[config.mk]
export PLATFORM = sky130hd
export DESIGN_NAME = pes_udc_flat
export DESIGN_NICKNAME = d
export VERILOG_FILES = /design/src/rtl/pes_udc_if.sv /design/src/rtl/pes_udc.sv /design/src/flat_wrapper.sv
export SDC_FILE = /design/constraint.sdc
export NUM_CORES = 1
export LEC_CHECK = 0
export BUFFER_PORTS_ARGS = -buffer_cell sky130_fd_sc_hd__buf_2
export CAP_MARGIN = 20
export CORE_AREA = 2 2 39 41
export CTS_CLUSTER_DIAMETER = 100
export DETAILED_ROUTE_END_ITERATION = 8
export DIE_AREA = 0 0 41 43
export GPL_ROUTABILITY_DRIVEN = 0
export PLACE_DENSITY_LB_ADDON = 0.12
export SLEW_MARGIN = 20
export SYNTH_ARGS = -nofsm -noshare
export SYNTH_HDL_FRONTEND = slang
export SYNTH_SLANG_ARGS = --single-unit
[constraint.sdc]
create_clock -name Clock -period 2 [get_ports Clock]
set_clock_uncertainty 0.2 [all_clocks]
set_input_delay 0.1 -clock Clock [delete_from_list [all_inputs] [get_ports Clock]]
set_output_delay 0.1 -clock Clock [all_outputs]
set_load 0.1 [all_outputs]
[src/rtl/pes_udc_if.sv]
// pes_udc control/status bundle.
// Master drives controls; slave returns count and flags.
interface pes_udc_if #(
  parameter int WIDTH = 4
);
  logic             Enable;
  logic             Up_dn;
  logic             Sat_mode;
  logic             Load;
  logic [WIDTH-1:0] Load_val;
  logic             Clr_ovf;
  logic [WIDTH-1:0] Count_out;
  logic             Tc;
  logic             Wrap_pulse;
  logic             Ovf;

  modport master (
    output Enable, Up_dn, Sat_mode,
    output Load, Load_val, Clr_ovf,
    input  Count_out, Tc,
    input  Wrap_pulse, Ovf
  );

  modport slave (
    input  Enable, Up_dn, Sat_mode,
    input  Load, Load_val, Clr_ovf,
    output Count_out, Tc,
    output Wrap_pulse, Ovf
  );
endinterface

[src/rtl/pes_udc.sv]
// pes_udc: parametrised modulo up/down counter.
// Wrap or saturate at limits, sticky overflow, comb Tc.
module pes_udc #(
  parameter int WIDTH     = 4,
  parameter int MODULUS   = 10,
  parameter int RESET_VAL = 0
) (
  input logic   Clock,
  input logic   Reset,
  pes_udc_if.slave bus
);
  localparam logic [WIDTH:0] MOD_W =
    (WIDTH+1)'(MODULUS);
  localparam logic [WIDTH-1:0] MAX_N =
    WIDTH'(MODULUS - 1);
  localparam logic [WIDTH-1:0] RST_N =
    WIDTH'(RESET_VAL);

  logic [WIDTH-1:0] cnt_q;
  logic             wrap_q;
  logic             ovf_q;
  logic [WIDTH-1:0] nxt;
  logic [WIDTH:0]   lv_x;
  logic             at_max;
  logic             at_zero;
  logic             wrap_ev;
  logic             ovf_ev;

  assign lv_x    = {1'b0, bus.Load_val};
  assign at_max  = (cnt_q == MAX_N);
  assign at_zero = (cnt_q == '0);

  // Next count and limit events; load beats step.
  always_comb begin
    nxt     = cnt_q;
    wrap_ev = 1'b0;
    ovf_ev  = 1'b0;
    if (bus.Load) begin
      nxt = (lv_x < MOD_W) ? bus.Load_val : MAX_N;
    end else if (bus.Enable) begin
      if (bus.Up_dn) begin
        if (at_max) begin
          ovf_ev = 1'b1;
          if (!bus.Sat_mode) begin
            nxt     = '0;
            wrap_ev = 1'b1;
          end
        end else begin
          nxt = cnt_q + WIDTH'(1);
        end
      end else begin
        if (at_zero) begin
          ovf_ev = 1'b1;
          if (!bus.Sat_mode) begin
            nxt     = MAX_N;
            wrap_ev = 1'b1;
          end
        end else begin
          nxt = cnt_q - WIDTH'(1);
        end
      end
    end
  end

  // Count, wrap pulse and sticky overflow registers.
  always_ff @(posedge Clock) begin
    if (Reset) begin
      cnt_q  <= RST_N;
      wrap_q <= 1'b0;
      ovf_q  <= 1'b0;
    end else begin
      cnt_q  <= nxt;
      wrap_q <= wrap_ev;
      ovf_q  <= ovf_ev | (ovf_q & ~bus.Clr_ovf);
    end
  end

  assign bus.Count_out  = cnt_q;
  assign bus.Wrap_pulse = wrap_q;
  assign bus.Ovf        = ovf_q;
  assign bus.Tc = bus.Enable &
    ((bus.Up_dn & at_max) | (~bus.Up_dn & at_zero));
endmodule

[src/flat_wrapper.sv]
// flat-port wrapper written by rule: the top's interface ports become plain ports
module pes_udc_flat 
#(
  parameter int WIDTH     = 4,
  parameter int MODULUS   = 10,
  parameter int RESET_VAL = 0
)
  (Clock, Reset, bus_Enable, bus_Up_dn, bus_Sat_mode, bus_Load, bus_Load_val, bus_Clr_ovf, bus_Count_out, bus_Tc, bus_Wrap_pulse, bus_Ovf);
  pes_udc_if #(.WIDTH(WIDTH)) bus_i ();
  input logic Clock;
  input logic Reset;
  input wire logic [$bits(bus_i.Enable)-1:0] bus_Enable;
  input wire logic [$bits(bus_i.Up_dn)-1:0] bus_Up_dn;
  input wire logic [$bits(bus_i.Sat_mode)-1:0] bus_Sat_mode;
  input wire logic [$bits(bus_i.Load)-1:0] bus_Load;
  input wire logic [$bits(bus_i.Load_val)-1:0] bus_Load_val;
  input wire logic [$bits(bus_i.Clr_ovf)-1:0] bus_Clr_ovf;
  output wire logic [$bits(bus_i.Count_out)-1:0] bus_Count_out;
  output wire logic [$bits(bus_i.Tc)-1:0] bus_Tc;
  output wire logic [$bits(bus_i.Wrap_pulse)-1:0] bus_Wrap_pulse;
  output wire logic [$bits(bus_i.Ovf)-1:0] bus_Ovf;
  assign bus_i.Enable = bus_Enable;
  assign bus_i.Up_dn = bus_Up_dn;
  assign bus_i.Sat_mode = bus_Sat_mode;
  assign bus_i.Load = bus_Load;
  assign bus_i.Load_val = bus_Load_val;
  assign bus_i.Clr_ovf = bus_Clr_ovf;
  assign bus_Count_out = bus_i.Count_out;
  assign bus_Tc = bus_i.Tc;
  assign bus_Wrap_pulse = bus_i.Wrap_pulse;
  assign bus_Ovf = bus_i.Ovf;
  pes_udc #(.WIDTH(WIDTH), .MODULUS(MODULUS), .RESET_VAL(RESET_VAL)) u_core (.Clock(Clock), .Reset(Reset), .bus(bus_i));
endmodule
Word-level counts from Yosys, hierarchy flattened
Cells that the tools add are included.
Widths: inputs -> output; s select.
Cells by class
  bitwise operators: 9
  $lt $le $gt $ge: 1
  add/subtract/negate cells: 2
  mux-type cells: 17
  equal/unequal tests: 3
  reductions and logical operators: 4
Operators with widths (number)
  $mux 4: 8
  $mux 1: 9
  $ne 4x4->1 const B: 2
  $add 4x1->4 const B: 1
  $and 1x1->1: 4
  $eq 4x4->1 const B: 1
  $logic_not 4->1: 1
  $lt 4x4->1 const B: 1
  $sub 4x1->4 const B: 1
  $not 1->1: 3
  $reduce_and 3->1: 1
  $reduce_or 3->1: 1
  $or 1x1->1: 2
  $reduce_bool 2->1: 1
Word-level totals
  input bits: 11
  word-level logic and storage cells: 39
  output and inout bits: 7
  bits in registers: 6

Longest topological paths before layout
Gate-level depths: netlist of the first run.
  depth after elaboration: 6
  depth in mapped cells: 5
  gate-level depth less buffers: 4

Worst setup path after synthesis of the first run
OpenSTA, ideal clock, no wires.
  path type: register to output
  from: reg u_core.cnt_q[3] (netlist: u_core.bus.Count_out[3])
  to: out bus_Tc
  path slack: -485 ps
  path buffers: 1
  arrival: 2185 ps
  stages on the path, launching flop included: 5
  required time: 1700 ps
  path through: dfxtp_1 > buf_2 > and3_4 > o211ai_1 > inv_1
On the way
  cells in the longest elaborated chain, start to end: 4
  elaborated cells between the ends (all ways): 6
  classes of those cells: eq/ne (1); bitwise (4); reduce/logical (1)
Ends and longest elaborated chain
  from (decl): RTL line pes_udc.sv:19  | logic [WIDTH-1:0] cnt_q;
  from (signal assigned): RTL line pes_udc.sv:72  | cnt_q <= nxt;
  $eq 4x4->1 or $logic_not 4->1 (tied branches): RTL line pes_udc.sv:30, pes_udc.sv:31
  $and 1x1->1: RTL line pes_udc.sv:82  | ((bus.Up_dn & at_max) | (~bus.Up_dn & at_zero));
  $or 1x1->1 *: RTL line pes_udc.sv:82
  $and 1x1->1 *: RTL line pes_udc.sv:81  | assign bus.Tc = bus.Enable &
  to (decl): RTL line flat_wrapper.sv:19  | output wire logic [$bits(bus_i.Tc)-1:0] bus_Tc;
Every way passes the cells marked *; elsewhere a longest branch is shown, timed or not.

==> results.txt, run 1 <==
The run finished with clean final reports. The footprint of the multi-input gates is 299 sq um. TritonCTS built the clock tree. The area added between synthesis and finish is 33.3%. The die outline height came out at ~43 microns. The number of placed instances, taps included, is 85. Summing all non-filler instances in the final layout gives an area of ~650 sq um. Setup repair after global routing left no endpoint under its margin. The pin count of the biggest net entering global routing is 13. The number of filler cells placed in the layout is 149. In this run the remaining antenna-violating nets after routing total 0.

The tightest hold margin is between 0.008 and 0.009 ns. The net count after synthesis came out at roughly 70. VDD sags by at most ~0.35 mV. The largest fanout on the critical path is 6. The violation count after the first detailed-routing iteration is 11. The minimum clock period after layout came out at roughly 1.9 ns. The power per standard cell area is around 630 mW/mm^2. The die outline width is between 40 and 50 microns. The completed layout was analyzed and its total power is 405 uW. The capture instance of the worst register-to-register path is u_core.bus.Wrap_pulse$_SDFF_PP0_. Data on the critical path arrives at its endpoint at between 1.5 and 2 ns. On the worst path, the slowest cell contributes a delay of ~0.55 ns.

The number of clock sinks came out at 6. Traced cell by cell, the critical path runs through dlygate4sd3_1 -> buf_2 -> nor2_1 -> a32oi_1 -> o21ai_1 -> dlygate4sd3_1. The portion of the post-synthesis area used by sequential elements is between 20% and 30%. In the routed design, unresolved DRC markers number 0. The critical path in this run is classified as in2reg. The net count reported at finish came out at ~90. The post-detailed-placement half-perimeter wirelength is around 830 microns. The cell seen most often among critical-path stages is sky130_fd_sc_hd__dlygate4sd3_1.

Counting flops and latches in the post-synthesis netlist gives 6. The most critical setup path has its endpoint at u_core.bus.Count_out[2]$_SDFFE_PP0P_. The die covers around 0.0018 sq mm. The logic depth of the worst path, buffers included came out at 6. The pre-CTS setup slack is roughly 0.37 ns. The tightest min-delay check is of the in2reg type.

Setup violations remaining at the end of the flow were counted as 0. The total overflow left after global routing is 0. The worst setup path is captured at a flop. The slack of the worst reg-to-reg path came out at ~0.13 ns. The first detailed-routing pass took 4 iterations. The number of placement rows is 14.

The critical path data required time is approximately 2.0 ns. The slew at the pin closest to its max-slew limit came out at roughly 0.48 ns. The normalized max-slew margin is ~68%. The area of all sequential standard cells is roughly 130 sq um. The final critical-path setup slack is around 0.11 ns.

The netlist area before placement is 484 sq um. The upper clock frequency limit came out at between 500 and 600 MHz. The family with the most delay on the worst path is buffers and inverters. The number of standard cells in the layout, taps in and fillers out came out at 95. For this design the top-level I/O count stands at 18. The unique cell type count in the Yosys netlist is 34. The clock transition at the register clock pins on the worst setup and hold paths after CTS is 0.04 ns. The number of cells on the worst reg-to-reg path is 4.

The starting utilization of the core area is between 30% and 40%. The number of endpoints with negative hold slack in the final report is 0. The setup TNS after final layout is 0 ns. The final max-slew violation count is 0. The slowest stage of the critical path is the sky130_fd_sc_hd__dlygate4sd3_1 cell. Using the TritonRoute via totals, the vias-per-cell ratio works out to roughly 5.5.

The cell at the root of the clock tree is sky130_fd_sc_hd__clkbuf_4. The number of global-route vias before repair was roughly 440. Once placement finished, the instance area stood at ~550 sq um. STA classifies the critical path startpoint as a primary input. The via count is 524.

The longest clock path from root to sink contains 2 buffers. The fraction of final layout cells with drive strength greater than 1 is 36.7%. The total routing usage reported by global routing is between 10% and 20%.

The core area came out at roughly 0.0014 sq mm. The count of inserted antenna diode cells came out at 0. At the later pin of the worst-skew pair, clock insertion delay measures ~0.24 ns. The per-instance average area after synthesis came out at 8.49 sq um. The synthesized netlist cell count came out at between 50 and 60. The maximum level of the CTS H-tree came out at 1.

The total wire length after detailed routing is about 1.2 mm. The number of buffers created by CTS is 3. The combined buffer and inverter count along the critical path came out at 3. The launching point of the worst reg2reg path is u_core.bus.Count_out[0]$_SDFFE_PP0P_.

The number of max-cap violations is 0. The initial antenna violation count came out at 0. Tracing the worst setup path back leads to its startpoint at Reset. During synthesis, Yosys emitted a total of 0 warnings. In the final routed layout, each cell accounts on average for 12.2 microns. The worst path uses 94.7% of the clock period. The fraction of the core area covered by cells at the end of the flow came out at 46.7%. The port buffer count is 17. The static leakage came out at roughly 0.27 nW. The global-route wire length before repair is 1.85 mm.
-- what timing repair did --
action / CTS / global route
resized for setup: 0 / 0
setup endpoints to repair: 0 / 0
hold buffers: 7 / 0
buffers inserted: 0 / 0
hold endpoints to repair: 5 / 0
-- area by class of cell --
| cell class | instances | share of cell area [%] |
|---|---|---|
| Clock buffer | 3 | 3.49 |
| Inverter | 4 | 2.91 |
| Sequential cell | 6 | 20.2 |
| Timing Repair Buffer | 24 | 24.0 |
| Tap cell | 16 | 3.10 |
| Multi-Input combinational cell | 42 | 46.3 |
-- kinds of logic after synthesis --
group           count (synthesis)  synth area share (%)
compound gates                 18                  28.9
xor+xnor                        2                  3.62
buf+inv                         9                  13.4
flops                           6                  24.8
simple gates                   22                  29.2
-- registers in the layout (all words and copies together) (netlist names) --
register               cells
u_core.bus.Ovf             1
u_core.bus.Wrap_pulse      1
u_core.bus.Count_out       4
-- synthesized netlist by cell type, drive strengths merged --
cell type	number	area [sq um]
o211ai	3	27.5
a32o	1	10.0
buf	5	50.0
and2	1	6.26
nor3b	1	7.51
a32oi	1	8.76
and3b	1	8.76
and3	2	22.5
inv	4	15.0
xnor2	1	8.76
nor4b	1	8.76
nand3b	2	15.0
nand3	2	10.0
a211o	1	8.76
o21ai	4	20.0
a211oi	1	7.51
nand2b	1	6.26
nor4	3	18.8
a2bb2oi	1	8.76
a41o	1	10.0
dfxtp	6	120
o2111ai	1	8.76
a311oi	1	8.76
nand2	3	11.3
nor2	3	11.3
o31ai	1	7.51
xor2	1	8.76
a21oi	1	5.00
nor3	2	15.0
a41oi	1	8.76
-- cells in the final DEF, fill, tap and decap left out --
cell	synthesis	layout
sky130_fd_sc_hd__nand2_1	3	3
sky130_fd_sc_hd__and3_4	2	2
sky130_fd_sc_hd__a211oi_1	1	1
sky130_fd_sc_hd__o21ai_0	2	2
sky130_fd_sc_hd__nand2b_1	1	1
sky130_fd_sc_hd__a41o_1	1	1
sky130_fd_sc_hd__and2_1	1	1
sky130_fd_sc_hd__buf_2	1	17
sky130_fd_sc_hd__clkinvlp_4	0	1
sky130_fd_sc_hd__clkbuf_4	0	3
sky130_fd_sc_hd__nand3b_1	2	2
sky130_fd_sc_hd__inv_1	4	3
sky130_fd_sc_hd__nor3_2	1	1
sky130_fd_sc_hd__dfxtp_1	6	2
sky130_fd_sc_hd__a32oi_1	1	1
sky130_fd_sc_hd__nor4_1	3	3
sky130_fd_sc_hd__dlygate4sd3_1	0	7
sky130_fd_sc_hd__nor4b_1	1	1
sky130_fd_sc_hd__o31ai_1	1	1
sky130_fd_sc_hd__a2bb2oi_1	1	1
sky130_fd_sc_hd__a32o_1	1	1
sky130_fd_sc_hd__o211ai_2	1	1
sky130_fd_sc_hd__nor3b_1	1	1
sky130_fd_sc_hd__a41oi_1	1	1
sky130_fd_sc_hd__nor3_1	1	1
sky130_fd_sc_hd__o2111ai_1	1	1
sky130_fd_sc_hd__a21oi_1	1	1
sky130_fd_sc_hd__xor2_1	1	1
sky130_fd_sc_hd__xnor2_1	1	1
sky130_fd_sc_hd__nand3_1	2	2
sky130_fd_sc_hd__dfxtp_2	0	2
sky130_fd_sc_hd__a211o_1	1	1
sky130_fd_sc_hd__o211ai_1	2	2
sky130_fd_sc_hd__dfxtp_4	0	2
sky130_fd_sc_hd__and3b_1	1	1
sky130_fd_sc_hd__o21ai_1	2	2
sky130_fd_sc_hd__a311oi_1	1	1
sky130_fd_sc_hd__nor2_1	3	3
-- where the power goes --
group          internal [mW]  total [mW]  switching [mW]
Combinational         0.0488       0.150           0.101
Sequential             0.128       0.146          0.0182
Clock                 0.0677       0.109          0.0416
Total                  0.244       0.405           0.161
-- worst min path at each step --
stage               startpoint                              endpoint  slack, ns  cells after the start
5_1_grt             bus_Enable  u_core.bus.Count_out[3]$_SDFFE_PP0P_       0.04                      2
4_1_cts             bus_Enable  u_core.bus.Count_out[3]$_SDFFE_PP0P_      0.008                      2
6_report            bus_Enable  u_core.bus.Count_out[3]$_SDFFE_PP0P_      0.008                      2
3_5_place_dp      bus_Sat_mode      u_core.bus.Wrap_pulse$_SDFF_PP0_       0.14                      2
3_3_place_gp   bus_Load_val[1]  u_core.bus.Count_out[1]$_SDFFE_PP0P_       0.14                      2
2_1_floorplan            Reset  u_core.bus.Count_out[0]$_SDFFE_PP0P_      -0.04                      1
-- per-layer routing --
layer / vias up / track usage, % / routed length (microns)
li1: 264 / - / -
met1: 244 / 19.7 / 495
met2: 14 / 23.8 / 589
met3: 2 / 1.57 / 54
met4: 0 / 12.0 / 17
met5: - / 0 / 0
-- worst reg2reg max path, delay by kind of cell (launching register included) --
family,cells,cell delay [ns]
compound gates,1,0.35
buf+inv,1,0.56
flops,1,0.38
simple gates,2,0.26
No activity file was read; power rests on OpenSTA's default activity.
==> run 2: changes to the inputs <==
--- a/config.mk
+++ b/config.mk
@@ -7,10 +7,13 @@
 export LEC_CHECK = 0
 export BUFFER_PORTS_ARGS = -buffer_cell sky130_fd_sc_hd__buf_2
 export CAP_MARGIN = 20
-export CORE_AREA = 2 2 39 41
+export CELL_PAD_IN_SITES_DETAIL_PLACEMENT = 2
+export CELL_PAD_IN_SITES_GLOBAL_PLACEMENT = 2
+export CORE_ASPECT_RATIO = 1.1
+export CORE_MARGIN = 2
+export CORE_UTILIZATION = 25
 export CTS_CLUSTER_DIAMETER = 100
 export DETAILED_ROUTE_END_ITERATION = 8
-export DIE_AREA = 0 0 41 43
 export GPL_ROUTABILITY_DRIVEN = 0
 export PLACE_DENSITY_LB_ADDON = 0.12
 export SLEW_MARGIN = 20
==> run 2 against run 1 <==
Net effect:
- clock power rose by 9%
- sequential power about the same
- setup slack worse by 0.036 ns
- sequential cell count unchanged
- routed wire length is 42% higher
- utilization is 8.8 points lower
- sequential share of layout area is 1.1 points lower
- die area grew 31%
- cell area up 5.6%
- register-to-register slack lost 0.05 ns
- clock-buffer cell count unchanged
- maximum frequency fell by 1.9%
- highest routed layer unchanged
==> results.txt, run 2 (same netlist as run 1, synthesis figures left out) <==
The flow ran to the end, and the final reports show no timing, DRC or antenna violations. The internal power came out at 250 uW (+2.2%). The met3 track demand over resource was 3.60% (+2.0 points). The normalized max-slew margin is 67.4% (-0.55 points). The post-detailed-placement half-perimeter wirelength is 1.10 mm (+32%). The number of filler cells placed in the layout came out at 219 (+47%). The floorplan die area came to 0.00231 sq mm (+31%).

The number of cells on the worst reg-to-reg path came out at 4 (unchanged). The final instance area came to 682 sq um (+5.6%). The flip-flop count of the largest register, all copies and words added is 4 (unchanged). The core area is 0.00180 sq mm (+30%). The cell total after placement is 87 (+2.4%). The class of the most critical hold timing path is in2reg. The startpoint identified for the worst hold timing path is bus_Load_val[0]. After global routing, the most crowded layer is met2. The number of clock sinks is 6 (unchanged). STA classifies the critical path endpoint as a primary output. The die outline height came out at 50.2 microns (+17%). The power share of the sequential group was 34.1% (-1.9 points). The worst IR drop on VDD came out at 0.296 mV (-16%).

The initial antenna violation count came out at 0 (unchanged). The global-route wire length before repair came out at 2.65 mm (+43%). The number of standard cells in the layout, taps in and fillers out came to 100 (+5.3%). The fraction of final layout cells with drive strength greater than 1 came out at 40.2% (+3.5 points). The residual overflow from global routing is 0 (unchanged). The share of the cycle needed by the critical path after routing is 96.5% (+1.8 points).

The number of buffers between clock root and the deepest sink came to 2 (unchanged). The number of buffers created by CTS was 3 (unchanged). Setup repair after global routing left no endpoint under its margin. The library cell used most frequently in the layout, excluding fill and tap cells, is sky130_fd_sc_hd__buf_2. The static leakage is 0.285 nW (+4.8%).

The tightest hold margin was 0.0377 ns (+0.0295 ns). The total wire length after detailed routing was 1.64 mm (+42%). The die outline width came out at 46.0 microns (+12%). The port buffer count is 17 (unchanged).

The DRC violation count after routing is 0 (unchanged). The upper clock frequency limit is 518 MHz (-1.9%). The final max-slew violation count is 0 (unchanged).

The number of endpoints with negative hold slack in the final report is 0 (unchanged). In the layout the commonest cells are 17 x sky130_fd_sc_hd__buf_2, 8 x sky130_fd_sc_hd__dlygate4sd3_1, 3 x sky130_fd_sc_hd__inv_1, 3 x sky130_fd_sc_hd__nand2_1, 3 x sky130_fd_sc_hd__clkbuf_4. The via count is 553 (+5.5%).

The combinational share of power came out at 38.1% (+1.1 points). The violation count after the first detailed-routing iteration was 2 (-9). The slew at the pin closest to its max-slew limit came to 0.492 ns (+0.00823 ns).

The number of placement rows is 16 (+2). The overall power consumption came out at 428 uW (+5.7%). The worst hold path stage count came out at 3 (+1).

The total routing usage reported by global routing is 15.7% (-0.19 points). The number of routed nets with antenna violations is 0 (unchanged). The global-route track usage on met1 is 20.3% (+0.59 points).

The average via count per standard cell is 5.53 (+0.26%). The average wire per cell in the routed design came to 16.4 microns (+35%). The tree is rooted in a sky130_fd_sc_hd__clkbuf_4. The minimum clock period after layout is 1.93 ns (+0.0359 ns). The maximum level of the CTS H-tree was 1 (unchanged). The detailed-router iteration count before antenna repair came out at 4 (unchanged).

The final setup violation count is 0 (unchanged). The starting utilization of the core area was 26.9% (-8.1 points). The worst setup path is launched from a flop.

The largest fanout on the critical path was 12 (+6). The count of boundary I/O pins came out at 18 (unchanged). The setup TNS after final layout was 0 ns (unchanged). The met2 track utilization from global routing is 25.5% (+1.7 points).

The clock tree from TritonCTS is built. The number of max-cap violations is 0 (unchanged). The source of the critical timing path is u_core.bus.Count_out[0]$_SDFFE_PP0P_. The net count reported at finish is 95 (+3.3%).

The number of global-route vias before repair came to 576 (+32%). The critical path data required time came to 1.70 ns (-0.28 ns). The insertion delay to the later sink of the worst-skew pair came out at 0.25 ns (about the same). The portion of total power attributed to the clock network is 27.8% (+0.8 points).

The pin count of the biggest net entering global routing is 13 (unchanged). The fraction of power spent switching nets came out at 41.6% (+2.0 points). The launching point of the worst reg2reg path is u_core.bus.Count_out[0]$_SDFFE_PP0P_.

The data arrival time at the worst-slack endpoint is 1.63 ns (-0.24 ns). The power per standard cell area came to 628 mW/mm^2 (about the same). The slack of the worst reg-to-reg path came out at 0.08 ns (-0.05 ns). The reported net switching power came out at 178 uW (+11%). The count of inserted antenna diode cells is 0 (unchanged). The area added between synthesis and finish is 40.8%. By startpoint and endpoint, the worst setup path is classified as reg2out. The area of placed instances was 556 sq um (+0.45%). The clock transition at the register clock pins on the worst setup and hold paths after CTS came to 0.06 ns (+0.02 ns).
## run 2: cell types whose count changed in the layout (fill, tap and decap cells not counted)
cell / change
sky130_fd_sc_hd__dlygate4sd3_1: +1
sky130_fd_sc_hd__nor4_2: +1
sky130_fd_sc_hd__buf_4: +2
sky130_fd_sc_hd__nor4_1: -1
sky130_fd_sc_hd__nor2_2: +1
sky130_fd_sc_hd__nor2_1: -1
## run 2: metrics by stage
step | worst slack (ns) | util (%)
2_1_floorplan | 0.0215 | -
5_1_grt | 0.00480 | 37.8
4_1_cts | 0.0563 | 36.5
6_report | 0.0708 | 37.8
3_5_place_dp | 0.344 | 30.8
3_3_place_gp | 0.369 | 30.8
## run 2: repair_timing
| item | in CTS | in global routing |
|---|---|---|
| endpoints found under the hold margin | 6 | 0 |
| buffers inserted | 0 | 2 |
| gates resized for setup | 0 | 2 |
| endpoints found under the setup margin | 0 | 3 |
| hold buffers | 8 | 0 |
## run 2: critical path: stages (launching register included)
cell and delay (ns):
sky130_fd_sc_hd__dfxtp_4 0.42, sky130_fd_sc_hd__and3_4 0.22, sky130_fd_sc_hd__o211ai_1 0.10, sky130_fd_sc_hd__buf_4 0.17, sky130_fd_sc_hd__clkinvlp_4 0.05, sky130_fd_sc_hd__buf_2 0.41
## run 2: routing by layer
metal / wire length, microns / vias to the layer above / share of wire [%]
li1: - / 271 / -
met1: 771 / 268 / 47
met2: 813 / 12 / 50
met3: 50 / 2 / 3.0
met4: 6 / 0 / 0.37
met5: 0 / - / 0
## run 2: path summary, 6_finish.rpt
path / endpoint
worst max-delay path: bus_Tc
worst min-delay path: u_core.bus.Count_out[0]$_SDFFE_PP0P_
worst max register to register: u_core.bus.Count_out[2]$_SDFFE_PP0P_
worst min register to register: u_core.bus.Ovf$_SDFF_PP0_
## run 2: area by class of cell
cell class / count / area [sq um] / area share (%)
Clock buffer: 3 / 22.5 / 3.30
Inverter: 4 / 18.8 / 2.75
Multi-Input combinational cell: 42 / 308 / 45.1
Sequential cell: 6 / 130 / 19.1
Tap cell: 18 / 22.5 / 3.30
Timing Repair Buffer: 27 / 180 / 26.4
## run 2: power groups by stage
| stage | registers, mW | clock network, mW | logic, mW |
|---|---|---|---|
| 2_1_floorplan | 0.184 | 0 | 0.0826 |
| 4_1_cts | 0.146 | 0.125 | 0.156 |
| 6_report | 0.146 | 0.119 | 0.163 |
| 3_3_place_gp | 0.148 | 0 | 0.145 |
| 3_5_place_dp | 0.148 | 0 | 0.145 |
| 5_1_grt | 0.148 | 0.131 | 0.173 |
==> run 3: changes to the inputs <==
--- a/config.mk
+++ b/config.mk
@@ -16,6 +16,7 @@
 export DETAILED_ROUTE_END_ITERATION = 8
 export GPL_ROUTABILITY_DRIVEN = 0
 export PLACE_DENSITY_LB_ADDON = 0.12
+export REMOVE_ABC_BUFFERS = 1
 export SLEW_MARGIN = 20
 export SYNTH_ARGS = -nofsm -noshare
 export SYNTH_HDL_FRONTEND = slang
==> run 3 against run 2 <==
Net effect:
- utilization fell by 1.4 points
- first-iteration DRC count grew to 3.0 times the previous value
- sequential cell count stayed put
- critical endpoint unchanged
- critical path depth shrank 1
- routed wire length fell by 8.0%
- final cell count down 2.0%
- via count shrank 0.36%
- global-route usage fell by 0.58 points
- combinational power hardly changed
==> results.txt, run 3 (same netlist as run 1, synthesis figures left out) <==
The flow ran to the end, and the final reports show no timing, DRC or antenna violations. The fraction of final layout cells with drive strength greater than 1 was 31.3% (-9.0 points). The overall power consumption is 426 uW (-0.52%).

The number of global-route vias before repair is 535 (-7.1%). Setup repair after global routing left no endpoint under its margin. The average wire per cell in the routed design is 15.4 microns (-6.2%). The final max-slew violation count came out at 0 (unchanged). Leaving out fill and tap cells, the most frequent cells in the layout are 16 x sky130_fd_sc_hd__buf_2, 7 x sky130_fd_sc_hd__dlygate4sd3_1, 6 x sky130_fd_sc_hd__dfxtp_1. The count of boundary I/O pins came to 18 (unchanged). The setup TNS after final layout came to 0 ns (unchanged). The maximum level of the CTS H-tree is 1 (unchanged).

The post-detailed-placement half-perimeter wirelength is 1.13 mm (+3.0%). The share of the cycle needed by the critical path after routing was 94.2% (-2.3 points). TritonCTS built the clock tree. The die outline width came out at 46.0 microns (unchanged). The data arrival time at the worst-slack endpoint came out at 1.58 ns (-0.05 ns). The flip-flop count of the largest register, all copies and words added came to 4 (unchanged). The number of max-cap violations is 0 (unchanged). The area added between synthesis and finish came out at 35.7%. The port buffer count is 17 (unchanged). The worst hold path stage count is 3 (unchanged). The number of buffers between clock root and the deepest sink is 2 (unchanged). The number of placement rows came to 16 (unchanged). The pin count of the biggest net entering global routing is 13 (unchanged). The global-route wire length before repair came out at 2.48 mm (-6.2%).

The die outline height came out at 50.2 microns (unchanged). The detailed-router iteration count before antenna repair is 2 (-2). The number of buffers added for setup after CTS is 0 (unchanged).

The starting utilization of the core area came out at 26.9% (unchanged). The power per standard cell area is 648 mW/mm^2 (+3.3%). The count of inserted antenna diode cells came out at 0 (unchanged). The static leakage came out at 0.282 nW (-0.91%). In this run the clock root is driven by a sky130_fd_sc_hd__clkbuf_4. The total routing usage reported by global routing is 15.1% (-0.58 points). The clock transition at the register clock pins on the worst setup and hold paths after CTS came out at 0.05 ns (about the same). The number of routed nets with antenna violations is 0 (unchanged). STA classifies the critical path startpoint as a flop.

The final setup violation count is 0 (unchanged). The critical path data required time is 1.70 ns (about the same). The largest fanout on the critical path came out at 12 (unchanged). The insertion delay to the later sink of the worst-skew pair is 0.25 ns (about the same). The violation count after the first detailed-routing iteration came out at 6 (+4). The net count reported at finish came out at 93 (-2.1%). The DRC violation count after routing came out at 0 (unchanged).

The floorplan die area came out at 0.00231 sq mm (unchanged). The critical path is of the reg2out type. The worst setup path is captured at a primary output. The minimum clock period after layout came out at 1.88 ns (-0.0454 ns). The most common library cell in the layout ignoring fill and taps is sky130_fd_sc_hd__buf_2. The number of cells on the worst reg-to-reg path is 4 (unchanged). The normalized max-slew margin is 67.5% (about the same).

The upper clock frequency limit came out at 531 MHz (+2.4%). The number of buffers created by CTS is 3 (unchanged). The worst IR drop on VDD is 0.235 mV (-21%). The core area is 0.00180 sq mm (unchanged). The number of clock sinks came out at 6 (unchanged). The average via count per standard cell is 5.62 (+1.7%). The via count came out at 551 (-0.36%). The initial antenna violation count is 0 (unchanged). The number of endpoints with negative hold slack in the final report came out at 0 (unchanged). The slew at the pin closest to its max-slew limit is 0.491 ns (-0.000845 ns). The path class of the tightest hold or removal check is in2reg. The total wire length after detailed routing is 1.51 mm (-8.0%).

The residual overflow from global routing came out at 0 (unchanged).
-- run 3: cell count changes in the layout (fill, tap and decap cells not counted), sizes merged --
cell         change
buf              -1
inv              +1
clkinvlp         -1
dlygate4sd3      -1
-- run 3: worst paths after layout --
kind	startpoint	to	slack, ns
worst max register to register	u_core.bus.Count_out[0]$_SDFFE_PP0P_	u_core.bus.Count_out[3]$_SDFFE_PP0P_	0.34
worst min-delay path	bus_Load_val[3]	u_core.bus.Count_out[1]$_SDFFE_PP0P_	0.04
worst min register to register	u_core.bus.Ovf$_SDFF_PP0_	u_core.bus.Ovf$_SDFF_PP0_	0.29
worst max-delay path	u_core.bus.Count_out[0]$_SDFFE_PP0P_	bus_Tc	0.12
-- run 3: timing repair --
item,CTS,global route
gates resized for setup,0,0
hold endpoints to repair,6,0
hold buffers,7,0
-- run 3: final cells by class --
class / instances / area [sq um]
clock buffer: 3 / 22.5
timing repair buffer: 25 / 178
fill: 219 / 1140
inverter: 4 / 15.0
multi-input combinational: 42 / 299
tap: 18 / 22.5
sequential: 6 / 120
-- run 3: where the power goes --
group,internal (mW),switching (mW)
registers,0.127,0.0178
logic,0.0560,0.107
clock network,0.0683,0.0497
-- run 3: through the flow --
| step | worst slack, ns | cell area (sq um) | cells | hold slack [ns] | utilization [%] |
|---|---|---|---|---|---|
| floorplan | -0.534 | 434 | 52 | -0.0279 | - |
| global placement | 0.360 | 564 | 88 | 0.140 | 31.3 |
| detailed placement | 0.354 | 564 | 88 | 0.132 | 31.3 |
| CTS | 0.0961 | 657 | 98 | 0.0359 | 36.5 |
| global route | 0.0374 | 657 | 98 | 0.0656 | 36.5 |
| finish | 0.116 | 657 | 98 | 0.0427 | 36.5 |
-- run 3: worst max-delay path: stages, from the launching register on --
cell,delay [ns]
sky130_fd_sc_hd__dfxtp_1,0.60
sky130_fd_sc_hd__and3_4,0.29
sky130_fd_sc_hd__o211ai_1,0.13
sky130_fd_sc_hd__inv_1,0.13
sky130_fd_sc_hd__buf_12,0.18
-- run 3: metal layers --
layer / global-route usage, % / routed length, microns
met1: 20.0 / 763
met2: 22.0 / 627
met5: 0 / 0
met4: 11.4 / 53
met3: 1.08 / 66
